`src/rtl/des_word_assembler_pkg.sv`:
```
// Shared constants and width check for the serial word assembler.
// Imported by the assembler top and its slip controller.
package des_word_assembler_pkg;

  localparam int WIDTH_MIN = 3;
  localparam int WIDTH_MAX = 10;
  localparam int CNT_W     = 4;

  function automatic bit width_ok(input int w);
    return (w >= WIDTH_MIN) && (w <= WIDTH_MAX);
  endfunction

endpackage

```
`src/rtl/des_slip_ctrl.sv`:
```
// Bitslip edge detect and slip-pending flag.
// A new request wins over consumption on the same edge.
module des_slip_ctrl (
  input  logic C,
  input  logic R,
  input  logic BITSLIP,
  input  logic E,
  output logic SP
);

  logic bs_d;
  logic rise;

  assign rise = BITSLIP & ~bs_d;

  always_ff @(posedge C or negedge R) begin
    if (!R) begin
      bs_d <= 1'b0;
      SP   <= 1'b0;
    end else begin
      bs_d <= BITSLIP;
      SP   <= rise | (SP & ~E);
    end
  end

endmodule

```
`src/rtl/des_word_assembler.sv`:
```
// Serial-to-parallel word assembler, MSB first,
// with bitslip alignment of the word boundary.
module des_word_assembler
  import des_word_assembler_pkg::*;
#(
  parameter int WIDTH = 8
) (
  input  logic             C,
  input  logic             R,
  input  logic             D,
  input  logic             E,
  input  logic             BITSLIP,
  output logic [WIDTH-1:0] Q,
  output logic             DATA_VALID
);

  if (!width_ok(WIDTH)) begin : g_bad_width
    $error("des_word_assembler: WIDTH out of range");
  end

  localparam logic [CNT_W-1:0] LAST = CNT_W'(WIDTH - 1);

  // only the low WIDTH-1 bits of the shift register are ever read back
  logic [WIDTH-2:0] sr;
  logic [CNT_W-1:0] cnt;
  logic             sp;

  des_slip_ctrl u_slip (
    .C       (C),
    .R       (R),
    .BITSLIP (BITSLIP),
    .E       (E),
    .SP      (sp)
  );

  always_ff @(posedge C or negedge R) begin
    if (!R) begin
      sr         <= '0;
      cnt        <= '0;
      Q          <= '0;
      DATA_VALID <= 1'b0;
    end else begin
      DATA_VALID <= 1'b0;
      if (E) begin
        sr <= {sr[WIDTH-3:0], D};
        if (!sp) begin
          if (cnt == LAST) begin
            Q          <= {sr, D};
            DATA_VALID <= 1'b1;
            cnt        <= '0;
          end else begin
            cnt <= cnt + CNT_W'(1);
          end
        end
      end
    end
  end

endmodule
```
`config.mk`:
```
export PLATFORM = sky130hd
export DESIGN_NAME = des_word_assembler
export DESIGN_NICKNAME = d
export VERILOG_FILES = /design/src/rtl/des_word_assembler_pkg.sv /design/src/rtl/des_slip_ctrl.sv /design/src/rtl/des_word_assembler.sv
export SDC_FILE = /design/constraint.sdc
export NUM_CORES = 1
export LEC_CHECK = 0
export BUFFER_PORTS_ARGS = -buffer_cell sky130_fd_sc_hd__buf_2
export CORE_MARGIN = 2
export CORE_UTILIZATION = 46
export DETAILED_ROUTE_END_ITERATION = 16
export GPL_TIMING_DRIVEN = 0
export PLACE_DENSITY = 0.74
export SYNTH_ARGS = -nofsm -noshare
export SYNTH_HDL_FRONTEND = slang
export SYNTH_SLANG_ARGS = --single-unit
export TNS_END_PERCENT = 10
```
`constraint.sdc`:
```
create_clock -name C -period 4.1 [get_ports C]
set_clock_uncertainty 0.2 [all_clocks]
set_input_delay 0.205 -clock C [delete_from_list [all_inputs] [get_ports C]]
set_output_delay 0.205 -clock C [all_outputs]
set_load 0.1 [all_outputs]
```
* Word-level counts from Yosys, hierarchy flattened *
Cells that the tools add are included.

storage, ports and cells
  bits in registers = 22
  input port bits = 5
  output and inout bits = 9
  word-level logic and storage cells = 20

cells by class
  $add $sub $neg = 1
  multiplexer cells = 4
  reductions and logical operators = 2
  equality and inequality tests = 1
  bitwise logic cells = 6

operator list
  cell                                            number
  adder 4 x 1 -> 4 bit (second input constant)    1
  == test 4 x 3 -> 1 bit (second input constant)  1
  two-way mux 4 bit                               1
  two-way mux 1 bit                               3
  inverter 1 bit                                  3
  AND reduction 3 bit                             1
  AND 1 bit                                       2
  AND reduction 2 bit                             1
  OR 1 bit                                        1

* Depth between registers and ports, before layout *
Gate-level depths: netlist of run 1.

  word-level depth = 4
  depth in mapped cells = 5
  mapped depth without buffers = 3

* By module *
Synthesis of run 1 repeated with hierarchy kept, for this count alone.

second synthesis, totals
  cell total of the unflattened synthesis = 53
  area, all modules = 855.8 µm²

by module, submodules not included
  module              instances  area an instance (µm²)  cells an instance
  des_word_assembler  1          785.8                   48
  des_slip_ctrl       1          70.1                    5

* Least setup slack after synthesis of run 1 *
OpenSTA, ideal clock, no wires.

  path type = reg2reg
  start = reg u_slip.SP
  end = reg Q[0]
  buffers on the path = 1
  cell stages (with the launch flop) = 5
  slack = 2.581 ns
  data arrival time = 1.194 ns
  path through = dfrtp_1 nor2b_4 and4b_1 buf_6 mux2_2

on the way
  longest elaborated chain between the ends = 2

RTL lines
  item                           line                      RTL
  start: declaration             des_slip_ctrl.sv:8        output logic SP
  start signal: assignment       des_slip_ctrl.sv:22       SP <= rise | (SP & ~E);
  inverter 1 bit (no line)       --
  AND reduction 3 bit (no line)  --
  end signal: assignment         des_word_assembler.sv:48  Q <= {sr, D};
  end: declaration               des_word_assembler.sv:13  output logic [WIDTH-1:0] Q,

No other way between the ends.
A chain may end at the register's enable or synchronous reset.

* Final worst setup path of run 1 *
  start = in E
  end = reg Q[2]

on the way
  longest elaborated chain between the ends = 1

RTL lines
  item                           line                      RTL
  start: declaration             des_word_assembler.sv:11  input logic E,
  AND reduction 3 bit (no line)  --

No other way between the ends.

==> flow_metrics.py, run 1 <==
metrics = {
    "run_status": {
        "status": "finished clean",
    },
    "logic_synthesis": {
        "synth_area_leaders": "dfrtp_1 65%, mux2_2 23%, buf_6 2.7%",
        "synth_nets": 59,
        "syn_area_per_cell_um2": 16.0,
        "synthCells": 53,
        "synth_xor_area_share_pct": 2.06,
        "synth_seq_area_share_pct": 64.8,
        "syn_area_um2": 850,
        "synth_top_family_by_area": "multiplexers",
        "synth-adder-area-share_pct": 1.47,
        "ys_ff_latch": 22,
        "ys_types": 12,
        "synth_top_cell_by_area": "dfrtp_1",
        "synth-simple-area-share_pct": 4.86,
        "yosys_warnings": 0,
        "synth_top_area_share_pct": 64.8,
        "synth_compound_area_share_pct": 0.736,
        "synth_mux_area_share_pct": 22.5,
    },
    "cts": {
        "cts.clk_slew.worst_paths_ns": 0.12,
        "cts_setup_buffers": 0,
        "cts_root_buf": "clkbuf_4",
        "worst_skew_pair.late_latency_ns": 0.30,
        "cts.path.max_buffers": 2,
        "cts_tree": "done",
        "clock-sinks": 22,
        "cts_buffers": 3,
        "cts-resized-gates": 0,
        "ctsHoldBuffers": 4,
        "htreeDepth": 1,
    },
    "finish": {
        "syn2layout_area_growth_pct": 19.7,
        "drive_gt1_share_pct": 49.3,
        "multi_input_area_um2": 269,
        "nFillCells": 154,
        "fin_nets": 80,
        "final_cell_mix": "22 x dfrtp_1, 17 x mux2_2, 12 x buf_2, 4 x dlygate4sd3_1, 3 x clkbuf_4",
        "seq_area_um2": 551,
        "final_common_cell": "dfrtp_1",
        "diodes": 0,
    },
    "critical_path": {
        "regToRegStartpoint": "cnt[0]$_DFFE_PN0P_",
        "slowest_stage": "dlygate4sd3_1",
        "crit_top_cell": "buf_6",
        "critPathRequiredTime_ns": 4.09,
        "crit_start": "E",
        "reg2regPathDepth": 4,
        "critical_path_class": "in -> reg",
        "startpoint_type": "input pin",
        "critPathCaptureType": "flop",
        "max_stage_delay_ns": 0.54,
        "arrival_ns": 1.81,
        "crit_chain": "dlygate4sd3_1 > buf_6 > nor2b_4 > and4b_1 > buf_6 > mux2_2",
        "cp_max_fo": 10,
    },
    "detailed_routing": {
        "viasPerCell": 4.77,
        "dr.pass1.iters": 4,
        "drt_iter0_markers": 8,
        "vias": 467,
        "drt_wl_total_um": 1240,
        "drcViolationCount": 0,
        "routedWlPerCell_um": 12.7,
        "ant_nets": 0,
    },
    "floorplanning": {
        "die_y_um": 47.0,
        "row_count": 15,
        "die_w_um": 47.0,
        "fp.dieArea_um2": 2210,
        "start_util_pct": 49.2,
        "io_pins": 14,
        "coreArea_um2": 1730,
    },
    "placement": {
        "dpl.hpwl_um": 849,
        "gp_congestion": 0.724,
        "dpl_worst_slack_ns": 2.49,
        "io_buffers": 12,
    },
    "worst_hold_path": {
        "hold_path_class": "in -> async",
    },
    "grt": {
        "grt_pass1_vias": 472,
        "antenna_found_initial": 0,
        "grt_max_degree": 23,
        "grt_usage_pct": 14.5,
        "grt_pass1_wl_um": 2100,
        "grt_overflow": 0,
    },
    "sta": {
        "period_share_pct": 44.2,
        "tightest_slew_ns": 0.490,
        "hold_slack_ns": 0.169,
        "worst_slack_ns": 2.29,
        "rsz0062_at_grt": "no",
        "setup_tns_ns": 0,
        "slew_headroom_pct": 67.6,
        "fin_crit_ns": 1.81,
        "hold_viol_final": 0,
        "timing.fmax_mhz": 551,
        "setup_viol_count_final": 0,
        "maxSlewViolCount": 0,
    },
    "flow_run": {
        "max_cap_violations": 0,
    },
}
-- worst paths after layout --
kind | slack (ns) | end
hold / removal | 0.17 | Q[7]$_DFFE_PN0P_
min in group C | 0.25 | u_slip.SP$_DFF_PN0_
max in group asynchronous | 3.21 | Q[1]$_DFFE_PN0P_
hold reg to reg | 0.25 | u_slip.SP$_DFF_PN0_
setup reg to reg | 2.49 | Q[2]$_DFFE_PN0P_
setup / recovery | 2.29 | Q[2]$_DFFE_PN0P_
-- kinds of logic (layout without fill, tap and decap cells) --
kind of cell | after synthesis | after routing
flops | 22 | 22
mux | 17 | 17
simple gates | 6 | 6
buf+inv | 4 | 24
xor+xnor | 2 | 2
fa+ha+maj | 1 | 1
compound gates | 1 | 1
-- cell type report --
class | count | share of cell area [%]
Sequential cell | 22 | 54.1
Multi-Input combinational cell | 27 | 26.4
Timing Repair Buffer | 16 | 9.84
Clock buffer | 4 | 3.57
Tap cell | 25 | 3.08
Buffer | 2 | 2.21
Inverter | 2 | 0.738
-- worst max-delay path: cells and delay by family --
| family | cells | cell delay (ns) |
|---|---|---|
| buffers and inverters | 3 | 0.84 |
| muxes | 1 | 0.34 |
| and+or+nand+nor | 2 | 0.42 |
-- per-layer routing --
layer	vias up	track usage (%)	wire length (µm)	part of all wire, %
met5	-	0	0	0
met4	0	5.00	20	1.6
met3	2	8.08	53	4.3
met2	12	22.2	610	49
met1	229	17.3	555	45
li1	224	-	-	-
-- synthesized netlist by cell type --
library cell,n
dfrtp_1,22
mux2_2,17
buf_6,2
inv_1,2
nor2_1,2
xnor2_1,2
and4b_1,1
ha_1,1
nand2_1,1
nand4_1,1
nor2b_4,1
o22ai_1,1
-- metrics by stage --
step	utilization, %	cell area [µm²]	cells
2_1_floorplan	-	850	53
3_3_place_gp	54.5	941	90
4_1_cts	58.9	1020	98
3_5_place_dp	54.5	941	90
5_1_grt	58.9	1020	98
6_report	58.9	1020	98
-- flip-flops by register name, indices dropped and copies added, names as in the netlist --
signal       cells
cnt              4
u_slip.SP        1
DATA_VALID       1
sr               7
Q                8
u_slip.bs_d      1
Power of run 1 is not shown: default switching activity piles up to over one toggle a cycle in this logic, so the estimate is an artifact.
==> run 2, diff against run 1 <==
--- a/config.mk
+++ b/config.mk
@@ -5,6 +5,7 @@
 export SDC_FILE = /design/constraint.sdc
 export NUM_CORES = 1
 export LEC_CHECK = 0
+export ABC_AREA = 1
 export BUFFER_PORTS_ARGS = -buffer_cell sky130_fd_sc_hd__buf_2
 export CORE_MARGIN = 2
 export CORE_UTILIZATION = 46
==> constraint.sdc (replaced) <==
create_clock -name C -period 1.8 [get_ports C]
set_clock_uncertainty 0.2 [all_clocks]
set_input_delay 0.09 -clock C [delete_from_list [all_inputs] [get_ports C]]
set_output_delay 0.09 -clock C [all_outputs]
set_load 0.1 [all_outputs]
==> flow_metrics.py, run 2 <==
metrics = {
    "run_status": {
        "status": "finished clean",
    },
    "cts": {
        "cts.path.max_buffers": 2,
        "cts_root_buf": "clkbuf_4",
        "worst_skew_pair.late_latency_ns": 0.29,
        "clock-sinks": 22,
        "cts.clk_slew.worst_paths_ns": 0.12,
        "cts_tree": "done",
        "cts_setup_buffers": 0,
        "cts-resized-gates": 0,
        "cts_buffers": 3,
        "htreeDepth": 1,
    },
    "logic_synthesis": {
        "yosys_warnings": 0,
        "synth_ff_type": "dfrtp_1",
        "synth_area_leaders": "dfrtp_1 60%, nand2_1 13%, o21ai_0 8.7%",
        "synth-simple-area-share_pct": 23.0,
        "synthArstFlopShare_pct": 100,
        "synth_nets": 98,
        "synth-edff-count": 0,
        "synth_seq_area_share_pct": 59.5,
        "synthTopCellsByCount": "32 x nand2_1, 22 x dfrtp_1, 16 x o21ai_0",
        "synth_xor_area_share_pct": 0.947,
        "synth_top_cell_by_area": "dfrtp_1",
        "synth_top_area_share_pct": 59.5,
        "synthCells": 92,
        "syn_area_per_cell_um2": 10.1,
        "ys_ff_latch": 22,
        "synth-adder-area-share_pct": 1.35,
        "ys_types": 17,
        "synth_mux_area_share_pct": 0,
        "synth_compound_area_share_pct": 9.34,
        "yosysMostFrequentCell": "nand2_1",
        "synth_top_family_by_area": "simple AND/OR/NAND/NOR gates",
        "syn_area_um2": 925,
    },
    "pwr": {
        "p_leak_uw": 0.000605,
        "power.density_nw_per_um2": 1670,
        "worst_ir_drop_vdd_mv": 0.846,
        "finalPower_uw": 1850,
    },
    "detailed_routing": {
        "dr.pass1.iters": 4,
        "viasPerCell": 4.66,
        "routedWlPerCell_um": 10.9,
        "vias": 657,
        "drt_iter0_markers": 12,
        "ant_nets": 0,
        "drt_wl_total_um": 1530,
        "drcViolationCount": 0,
    },
    "critical_path": {
        "slowest_stage": "dlygate4sd3_1",
        "critical_path_class": "in -> reg",
        "regToRegStartpoint": "cnt[0]$_DFFE_PN0P_",
        "max_stage_delay_ns": 0.54,
        "critPathCaptureType": "flop",
        "arrival_ns": 1.56,
        "cp_max_fo": 10,
        "crit_start": "E",
        "crit_chain": "dlygate4sd3_1 > buf_2 > buf_6 > nand2_1 > dlygate4sd3_1 > nand2_1",
        "critPathRequiredTime_ns": 1.80,
        "startpoint_type": "input pin",
    },
    "flow_run": {
        "max_cap_violations": 0,
    },
    "finish": {
        "fin_nets": 121,
        "final_util_pct": 57.7,
        "final_cell_mix": "32 x nand2_1, 22 x dfrtp_1, 16 x o21ai_0, 13 x buf_2, 6 x inv_1",
        "drive_gt1_share_pct": 22.8,
        "largest_reg_flops": 8,
        "diodes": 0,
        "syn2layout_area_growth_pct": 20.0,
        "regMostFlops": "Q",
        "nFillCells": 186,
        "reg_top3": "Q (8), sr (7), cnt (4)",
        "final_common_cell": "nand2_1",
    },
    "grt": {
        "antenna_found_initial": 0,
        "grt_usage_pct": 15.7,
        "grt_max_degree": 23,
        "grt_pass1_vias": 667,
        "grt_use_met2_pct": 27.2,
        "grt_util_met1_pct": 20.2,
        "grt_pass1_wl_um": 2900,
        "top_usage_layer": "met2",
        "use_met3_pct": 2.76,
        "grt_overflow": 0,
    },
    "placement": {
        "dpl.hpwl_um": 1120,
        "dpl_worst_slack_ns": 0.390,
        "io_buffers": 13,
        "gp_congestion": 0.775,
    },
    "floorplanning": {
        "die_w_um": 48.8,
        "row_count": 16,
        "io_pins": 14,
        "die_y_um": 48.8,
        "start_util_pct": 48.1,
        "coreArea_um2": 1920,
        "fp.dieArea_um2": 2380,
    },
    "sta": {
        "setup_tns_ns": 0,
        "period_share_pct": 86.4,
        "slew_headroom_pct": 67.2,
        "hold_viol_final": 0,
        "worst_slack_ns": 0.245,
        "tightest_slew_ns": 0.496,
        "maxSlewViolCount": 0,
        "timing.fmax_mhz": 643,
        "hold_slack_ns": 0.0680,
        "setup_viol_count_final": 0,
        "fin_crit_ns": 1.55,
        "rsz0062_at_grt": "no",
    },
    "worst_hold_path": {
        "hold_path_class": "in -> async",
    },
}
run 2: cell types whose count changed after synthesis, moves of 2 or more:
cell / before / now
inv_1: 2 / 6
o21ai_0: 0 / 16
mux2_2: 17 / 0
nand3_1: 0 / 2
nand2_1: 1 / 32
run 2: what timing repair did:
action | 4_1_cts | 5_1_grt
hold buffers | 5 | 0
endpoints found under the hold margin | 29 | 0
setup endpoints to repair | 0 | 0
run 2: area by class of cell:
type	count	area [µm²]	share of cell area, %
inverter	7	31.3	2.82
tap	27	33.8	3.04
timing repair buffer	18	115	10.4
clock buffer	4	36.3	3.27
buffer	2	22.5	2.03
sequential	22	551	49.6
multi-input combinational	61	320	28.9
run 2: worst max-delay path: cells and delay by family:
family | cells | cell delay [ns]
simple gates | 2 | 0.11
buf+inv | 4 | 1.36
run 2: metal layers:
| layer | routed length (µm) | share of wire, % |
|---|---|---|
| met3 | 43 | 2.8 |
| met4 | 0 | 0 |
| met1 | 690 | 45 |
| met2 | 798 | 52 |
| met5 | 0 | 0 |
run 2: kinds of logic after synthesis:
logic type / Yosys count
xor gates and xnor gates: 1
buffers and inverters: 9
and+or+nand+nor: 42
adders and majority gates: 1
AOI/OAI and AO/OA: 17
DFF: 22
run 2: final timing paths:
| path | endpoint | cells after the start | slack [ns] |
|---|---|---|---|
| setup / recovery | sr[0]$_DFFE_PN0P_ | 6 | 0.25 |
| hold / removal | cnt[1]$_DFFE_PN0P_ | 2 | 0.07 |
| setup reg to reg | Q[4]$_DFFE_PN0P_ | 4 | 0.38 |
| hold reg to reg | u_slip.SP$_DFF_PN0_ | 1 | 0.25 |
| max in group asynchronous | sr[5]$_DFFE_PN0P_ | 2 | 1.01 |
| min in group C | u_slip.bs_d$_DFF_PN0_ | 2 | 0.24 |
run 2: where the power goes:
group | internal, µW | leakage [µW] | switching [µW]
registers | 630 | 0.000284 | 86.1
logic | 157 | 0.000300 | 715
clock network | 123 | 0.0000210 | 141
total | 910 | 0.000605 | 942
run 2: metrics by stage:
| step | cell area, µm² | cells |
|---|---|---|
| 3_5_place_dp | 1020 | 132 |
| 6_report | 1110 | 141 |
| 3_3_place_gp | 1020 | 132 |
| 2_1_floorplan | 925 | 92 |
| 4_1_cts | 1110 | 141 |
| 5_1_grt | 1110 | 141 |
Note: power is estimated with default switching activity, not from simulation.
